**config.mk**
```make
export PLATFORM = sky130hd
export DESIGN_NAME = breath_color_gen
export DESIGN_NICKNAME = d
export VERILOG_FILES = /design/src/rtl/breath_color_gen.sv
export SDC_FILE = /design/constraint.sdc
export NUM_CORES = 1
export LEC_CHECK = 0
export ABC_AREA = 1
export CORE_ASPECT_RATIO = 1.25
export CORE_MARGIN = 2
export CORE_UTILIZATION = 46
export DETAILED_ROUTE_END_ITERATION = 10
export HOLD_SLACK_MARGIN = 0.15
export PLACE_DENSITY = 0.76
export SKIP_CTS_REPAIR_TIMING = 1
export SYNTH_ARGS = -nofsm -noshare
export SYNTH_HDL_FRONTEND = slang
export SYNTH_SLANG_ARGS = --single-unit
```
**constraint.sdc**
```tcl
create_clock -name clk -period 2 [get_ports clk]
set_clock_uncertainty 0.2 [all_clocks]
set_input_delay 0.6 -clock clk [delete_from_list [all_inputs] [get_ports clk]]
set_output_delay 0.6 -clock clk [all_outputs]
set_load 0.05 [all_outputs]
```
**src/rtl/breath_color_gen.sv**
```systemverilog
// -----------------------------------------------------------------------------
// breath_color_gen
//
// Breathing-colour source for the addressable LED strip pipeline. A prescaled
// frame-tick counter drives a (CH_W+1)-bit breathing phase; the phase maps to
// a triangular, piecewise-linear intensity. An active colour scheme (flag)
// selects which RGB channels carry that intensity, separately for segment A
// (addr <= SPLIT_ADDR) and segment B (the rest of the strip). Per-pixel
// requests from the serialiser are answered one cycle later from a register.
//
// Optional feature macro: BREATH_GAMMA_EN
//   defined   -> square-law gamma (I*I >> CH_W) is applied to the intensity
//                ahead of the response register; latency is unchanged.
//   undefined -> the triangle intensity is used directly, no multiplier.
//
// Parameters:
//   CH_W       bits per colour channel (phase is CH_W+1 bits)
//   ADDR_W     pixel address width
//   NUM_LEDS   number of valid pixels (0..NUM_LEDS-1)
//   SPLIT_ADDR last address belonging to segment A
//   STEP_DIV   frame ticks per phase step (>= 1)
//
// Ports:
//   clk          rising-edge clock
//   rst_n        synchronous active-low reset
//   frame_tick   one-cycle pulse per strip frame
//   auto_cycle   1: scheme increments at each breath wrap; 0: loads color_sel
//   color_sel    externally selected scheme, sampled only at a wrap
//   req_valid    pixel colour request strobe
//   req_addr     requested pixel address
//   color_valid  response strobe, one cycle after req_valid
//   color        response colour {R,G,B}; holds while color_valid is low
//   phase        current breathing phase
//   flag         active colour scheme
//   breath_done  one-cycle pulse following a phase wrap
// -----------------------------------------------------------------------------
module breath_color_gen #(
  parameter int CH_W       = 8,
  parameter int ADDR_W     = 6,
  parameter int NUM_LEDS   = 64,
  parameter int SPLIT_ADDR = 30,
  parameter int STEP_DIV   = 4
) (
  input  logic                clk,
  input  logic                rst_n,
  input  logic                frame_tick,
  input  logic                auto_cycle,
  input  logic [2:0]          color_sel,
  input  logic                req_valid,
  input  logic [ADDR_W-1:0]   req_addr,
  output logic                color_valid,
  output logic [3*CH_W-1:0]   color,
  output logic [CH_W:0]       phase,
  output logic [2:0]          flag,
  output logic                breath_done
);

  localparam int DIV_W = (STEP_DIV > 1) ? $clog2(STEP_DIV) : 1;

  localparam logic [DIV_W-1:0] DIV_LAST = DIV_W'(STEP_DIV - 1);
  localparam logic [CH_W-1:0]  HALF     = CH_W'(1) << (CH_W - 1);
  localparam logic [ADDR_W:0]  ADDR_END = (ADDR_W+1)'(NUM_LEDS);
  localparam logic [ADDR_W:0]  ADDR_SPL = (ADDR_W+1)'(SPLIT_ADDR);

  // Channel-enable masks, ordered {R,G,B}.
  localparam logic [2:0] MASK_R  = 3'b100;
  localparam logic [2:0] MASK_G  = 3'b010;
  localparam logic [2:0] MASK_B  = 3'b001;
  localparam logic [2:0] MASK_RG = 3'b110;
  localparam logic [2:0] MASK_GB = 3'b011;
  localparam logic [2:0] MASK_RB = 3'b101;

  logic [DIV_W-1:0]  r_div_cnt;
  logic [CH_W:0]     r_phase;
  logic [2:0]        r_flag;
  logic              r_breath_done;
  logic              r_color_valid;
  logic [3*CH_W-1:0] r_color;

  logic              w_step;
  logic              w_wrap;
  logic [CH_W-1:0]   w_x;
  logic [CH_W-1:0]   w_level;
  logic [CH_W-1:0]   w_int;
  logic              w_in_range;
  logic              w_seg_a;
  logic [2:0]        w_mask;
  logic [3*CH_W-1:0] w_resp;

  // ---------------------------------------------------------------------------
  // Phase stepping
  // ---------------------------------------------------------------------------
  assign w_step = frame_tick && (r_div_cnt == DIV_LAST);
  assign w_wrap = w_step && (r_phase == '1);

  // ---------------------------------------------------------------------------
  // Intensity
  // ---------------------------------------------------------------------------
  // The falling half mirrors the rising half: M-1-m is simply ~m.
  assign w_x = r_phase[CH_W] ? ~r_phase[CH_W-1:0] : r_phase[CH_W-1:0];

  // The upper segment is x + x/2 - M/2. Only the low CH_W bits are kept, and
  // those are identical whether the sum is formed at CH_W or CH_W+1 bits, so
  // the arithmetic stays at channel width.
  assign w_level = (w_x <= HALF) ? (w_x >> 1) : (w_x + (w_x >> 1) - HALF);

`ifdef BREATH_GAMMA_EN
  logic [2*CH_W-1:0] w_sq;
  assign w_sq  = {{CH_W{1'b0}}, w_level} * {{CH_W{1'b0}}, w_level};
  assign w_int = w_sq[2*CH_W-1:CH_W];
`else
  assign w_int = w_level;
`endif

  // ---------------------------------------------------------------------------
  // Scheme lookup and response colour
  // ---------------------------------------------------------------------------
  assign w_in_range = {1'b0, req_addr} <  ADDR_END;
  assign w_seg_a    = {1'b0, req_addr} <= ADDR_SPL;

  // NOTE: every combinational output gets a default before the case so no
  // path leaves it unassigned, which would infer a latch.
  always_comb begin
    w_mask = 3'b000;
    case (r_flag)
      3'd0:    w_mask = w_seg_a ? MASK_R  : MASK_RG;
      3'd1:    w_mask = w_seg_a ? MASK_G  : MASK_GB;
      3'd2:    w_mask = w_seg_a ? MASK_B  : MASK_RB;
      3'd3:    w_mask = w_seg_a ? MASK_R  : MASK_GB;
      3'd4:    w_mask = w_seg_a ? MASK_G  : MASK_RB;
      3'd5:    w_mask = w_seg_a ? MASK_B  : MASK_RG;
      3'd6:    w_mask = w_seg_a ? MASK_GB : MASK_RG;
      default: w_mask = w_seg_a ? MASK_RG : MASK_GB;
    endcase
  end

  always_comb begin
    w_resp = '0;
    if (w_in_range) begin
      w_resp = {w_mask[2] ? w_int : {CH_W{1'b0}},
                w_mask[1] ? w_int : {CH_W{1'b0}},
                w_mask[0] ? w_int : {CH_W{1'b0}}};
    end
  end

  // ---------------------------------------------------------------------------
  // State. The response is built from the pre-edge phase and flag, so a
  // request coinciding with a step or wrap sees the old values.
  // ---------------------------------------------------------------------------
  // NOTE: state is updated with non-blocking assignments so every register
  // samples pre-edge values, independent of statement order.
  always_ff @(posedge clk) begin
    if (!rst_n) begin
      r_div_cnt     <= '0;
      r_phase       <= '0;
      r_flag        <= '0;
      r_breath_done <= 1'b0;
      r_color_valid <= 1'b0;
      r_color       <= '0;
    end else begin
      r_breath_done <= w_wrap;
      r_color_valid <= req_valid;
      if (req_valid) begin
        r_color <= w_resp;
      end
      if (frame_tick) begin
        r_div_cnt <= w_step ? '0 : r_div_cnt + DIV_W'(1);
      end
      if (w_step) begin
        r_phase <= r_phase + (CH_W+1)'(1);
      end
      if (w_wrap) begin
        r_flag <= auto_cycle ? r_flag + 3'd1 : color_sel;
      end
    end
  end

  assign color_valid = r_color_valid;
  assign color       = r_color;
  assign phase       = r_phase;
  assign flag        = r_flag;
  assign breath_done = r_breath_done;

endmodule

```
# Yosys cells after proc, flatten, opt, wreduce, memory -nomap -nowiden
# Index checks and enable logic that the tools add are counted.
# word_totals
ff_bits,40
inputBits,14
out_inout_bits,38
word_cells,41
# classes
add_sub_neg,5
n_lt_le_gt_ge,2
eq_ne,8
muxes,16
n_bitwise,1
reduce_logical,3
# op_table
operator,count
$mux W8,5
$mux W3,7
$pmux W3 S7,1
$add A9 B1 Y9 const B,1
$eq A3 B3 Y1 const B,3
$eq A9 B9 Y1 const B,1
$add A8 B7 Y8,1
$le A8 B8 Y1 const B,1
$not A8 Y8,1
$sub A8 B8 Y8 const B,1
$eq A3 B2 Y1 const B,2
$le A6 B5 Y1 const B,1
$mux W2,2
$add A3 B1 Y3 const B,1
$eq A3 B1 Y1 const B,1
$logic_not A3 Y1,1
$add A2 B1 Y2 const B,1
$eq A2 B2 Y1 const B,1
$logic_and A1 B1 Y1,2
$mux W1,1

# Longest topological paths before layout
# depth
ltp_word,6
ltp_mapped,16
mapped_depth_nobuf,16

# Worst setup path before layout
# No wires, ideal clock.
# synth_path
path_kind,flip-flop to flip-flop
from,register r_phase[8] (netlist: phase[8])
to,register r_color[23] (netlist: color[23])
setup_ns,0.134
arrival_time_ns,2.254
required_time_ns,1.666
setup_slack_ns,-0.588
stages_incl_launch_ff,11
path_buffers,1
period_less_slack_ns,2.588
path_cell_list,dfxtp_1 buf_6 xor2_1 inv_1 ha_1 inv_1 o21ai_0 a221oi_1 nand2_2 nand3_1 a21oi_1
# synth_via
elab_chain_len,5
word_cells_on_any_way,6
classes_between,2 x add/sub; 1 x order compare; 3 x mux
# synth_rtl
element,line_no,source
from (decl),74,logic [CH_W:0] r_phase;
from (signal assigned),170,r_phase <= r_phase + (CH_W+1)'(1);
$mux W8 (*),100,assign w_x = r_phase[CH_W] ? ~r_phase[CH_W-1:0] : r_phase[CH_W-1:0];
$add A8 B7 Y8,105,assign w_level = (w_x <= HALF) ? (w_x >> 1) : (w_x + (w_x >> 1) - HALF);
$sub A8 B8 Y8,105,
$mux W8 (*),105,
$mux W8 (*),140,"w_resp = {w_mask[2] ? w_int : {CH_W{1'b0}},"
to (signal assigned),164,r_color <= w_resp;
to (decl),78,logic [3*CH_W-1:0] r_color;
# Mark *: on every way between the ends. The rest lies on a longest branch, timed or not.
# A chain may end at the register's enable or synchronous reset.

# Worst setup path in the final report
# layout_path
from,register r_phase[8] (netlist: phase[8])
to,register r_color[4] (netlist: color[4])
# layout_via
elab_chain_len,5
word_cells_on_any_way,6
classes_between,2 x add/sub; 1 x order compare; 3 x mux
# layout_rtl
element,line_no,source
$mux W8 (*),100,
$add A8 B7 Y8,105,
$sub A8 B8 Y8,105,
$mux W8 (*),105,
$mux W8 (*),142,w_mask[0] ? w_int : {CH_W{1'b0}}};
# Marks and branches as above.

==> metrics.txt <==
status complete, but fails checks; failing checks negative setup slack; Area after DPL 3920 um2; Post-Syn Nets 380; critical path startpoint category flip-flop; commonest non-fill, non-tap cell in the layout nand2_1; static leakage 1.87 nW; total negative slack -6.16 ns; RD Place Congestion 0.867; Post-synth EDFFs 0; global route total overflow 0; CP max FO 5; Yosys top cell area share 32.5%; DR vias/cell 5.66; pin count of the biggest net entering global routing 25; Pwr Total 0.00171 W; die area 5960 um2; Peak VDD IR 0.319 mV; overall routing resource usage 22.4%; CTS Buf Count 5; register area share after synthesis 32.5%; synthesized flop and latch total 40; Layout area overhead 79.4%; commonest cells after routing, fill and taps aside nand2_1, buf_4, buf_12; switching part of the total power 28.2%; Clk Tree Root Cell clkbuf_8; clk_lat worst skew 0.30 ns; Critical Path AT 2.32 ns; Die X 69.4 um; Reg2Reg Depth 14; Die Height 85.8 um; via count 2,999; global-route wire length before repair 11,000 um; Setup WS pre-CTS -0.480 ns; layout cells sized above 1 48.7%; asr flop ratio synth 0%; H-tree depth 2; Port Buffer Count 51; max-cap violations 0; Setup WS post-layout -0.342 ns; Critical Path Start phase[8]; reg2reg start phase[8]; RSZ-0062 raised after global routing true; internal power 0.00123 W; vias in the first global route 2,609; filler cell count 244; Post-Layout Inst Area 4420 um2; clk slew on worst S/H paths 0.09 ns; power share of the clock group 34.0%; Setup Viol. Count Final 25; Synth area leaders dfxtp_1, nand2_1, ha_1; Pwr Density 387 nW/um2; leading area contributor after synthesis dfxtp_1; effective utilization at floorplan 48.1%; Post-Syn Area 2460 um2; # DRC 0; Reg2Reg Capture Point color[4]; CTS tree yes; switching power total 0.000484 W; Max Fclk 427 MHz; IO Count 52; initial DRC count 270; Pins Over Slew Limit 0; Worst-Margin Slew 0.315 ns; critical path type reg2reg; Worst Setup EP color[4]; Mapped Cells 349; antenna-violating nets left 0; Hold Crit Class reg2reg; # clock sinks 40; initial antenna violation count 0; setup slack, reg-to-reg -0.34 ns; synth warn 0; crit path capture type flip-flop; Hold Fails Final Rpt 0; first drt pass iteration count 7; top_reg_cell synth dfxtp_1; DP HPWL 5220 um; Tmin final 2.34 ns; Wirelength per Cell 16.9 um; core area 5120 um2; Syn Area/Cell 7.06 um2; fin nets 498; Ant. Diodes 0; part of the cycle the worst path needs 117%; critical path required time 1.98 ns; Yosys cell types 33; Comb pwr share 18.5%; Sequential Power Share 47.5%; drt total wl 8970 um; site row count 29; clock buffer depth 2; relative slew slack 78.9%
==> final cells by class <==
class / count / area, um2 / share of cell area, %
clock buffers: 6 / 82.6 / 1.87
clock inverters: 2 / 13.8 / 0.312
inverters: 48 / 191 / 4.33
multi-input cells: 256 / 1770 / 40.1
flip-flops and latches: 40 / 821 / 18.6
well taps: 62 / 77.6 / 1.76
repair buffers: 116 / 1460 / 33.0
==> cells by family (layout without fill, tap and decap cells) <==
logic type      count (synthesis)  after routing  synth area share [%]
xor+xnor                        8              8                  3.61
simple gates                  173            174                  33.0
compound gates                 57             57                  13.5
buf+inv                        54            172                  8.74
flops                          40             40                  32.5
fa+ha+maj                      17             17                  8.64
==> flip-flops by register name, indices dropped and copies added (netlist names) <==
| signal | cells |
|---|---|
| phase | 9 |
| color | 24 |
| breath_done | 1 |
| flag | 3 |
| r_div_cnt | 2 |
| color_valid | 1 |
==> cells in the mapped netlist (all sizes together) (2+ instances only) <==
master	count
nor3	3
ha	17
nand3	31
clkbuf	3
dfxtp	40
inv	47
xnor2	3
nor2	17
nand4	3
xor2	5
a21oi	36
nor3b	2
buf	3
o21ai	13
nand2	115
a211oi	5
==> worst min path at each step <==
stage | start | cells after the start | to
global route | r_div_cnt[0] | 1 | r_div_cnt[0]
floorplan | r_div_cnt[0] | 1 | r_div_cnt[0]
finish | r_div_cnt[0] | 1 | r_div_cnt[0]
global placement | r_div_cnt[0] | 1 | r_div_cnt[0]
detailed placement | r_div_cnt[0] | 1 | r_div_cnt[0]
CTS | r_div_cnt[0] | 1 | r_div_cnt[0]
==> critical path, stage by stage, from the launching register on <==
cell	delay, ns
dfxtp_4	0.38
buf_12	0.14
buf_4	0.14
xnor2_4	0.19
inv_2	0.09
ha_4	0.31
inv_2	0.06
nor2_4	0.11
nand2_2	0.07
nand2_1	0.06
nand2_1	0.07
nand3_1	0.12
nand2_2	0.13
nand2_2	0.10
a21oi_2	0.05
==> per-stage QoR <==
step	cells	hold WS (ns)	utilization, %
floorplan	349	0.239	-
global placement	506	0.251	76.6
CTS	514	0.289	78.5
finish	530	0.284	86.4
global route	530	0.315	86.4
detailed placement	506	0.277	76.6
==> power groups by stage <==
stage / logic (W) / registers, W / clock network (W)
finish: 0.000317 / 0.000813 / 0.000582
global route: 0.000337 / 0.000814 / 0.000607
detailed placement: 0.000256 / 0.000833 / 0
CTS: 0.000258 / 0.000814 / 0.000573
floorplan: 0.000117 / 0.000850 / 0
global placement: 0.000250 / 0.000832 / 0
==> routing by layer <==
layer | share of wire, % | track usage (%) | vias up
li1 | - | - | 1351
met1 | 37 | 23.6 | 1412
met2 | 53 | 43.3 | 179
met3 | 5.7 | 4.35 | 57
met4 | 4.6 | 9.27 | 0
met5 | 0 | 0 | -
Note: power is estimated with default switching activity, not from simulation.
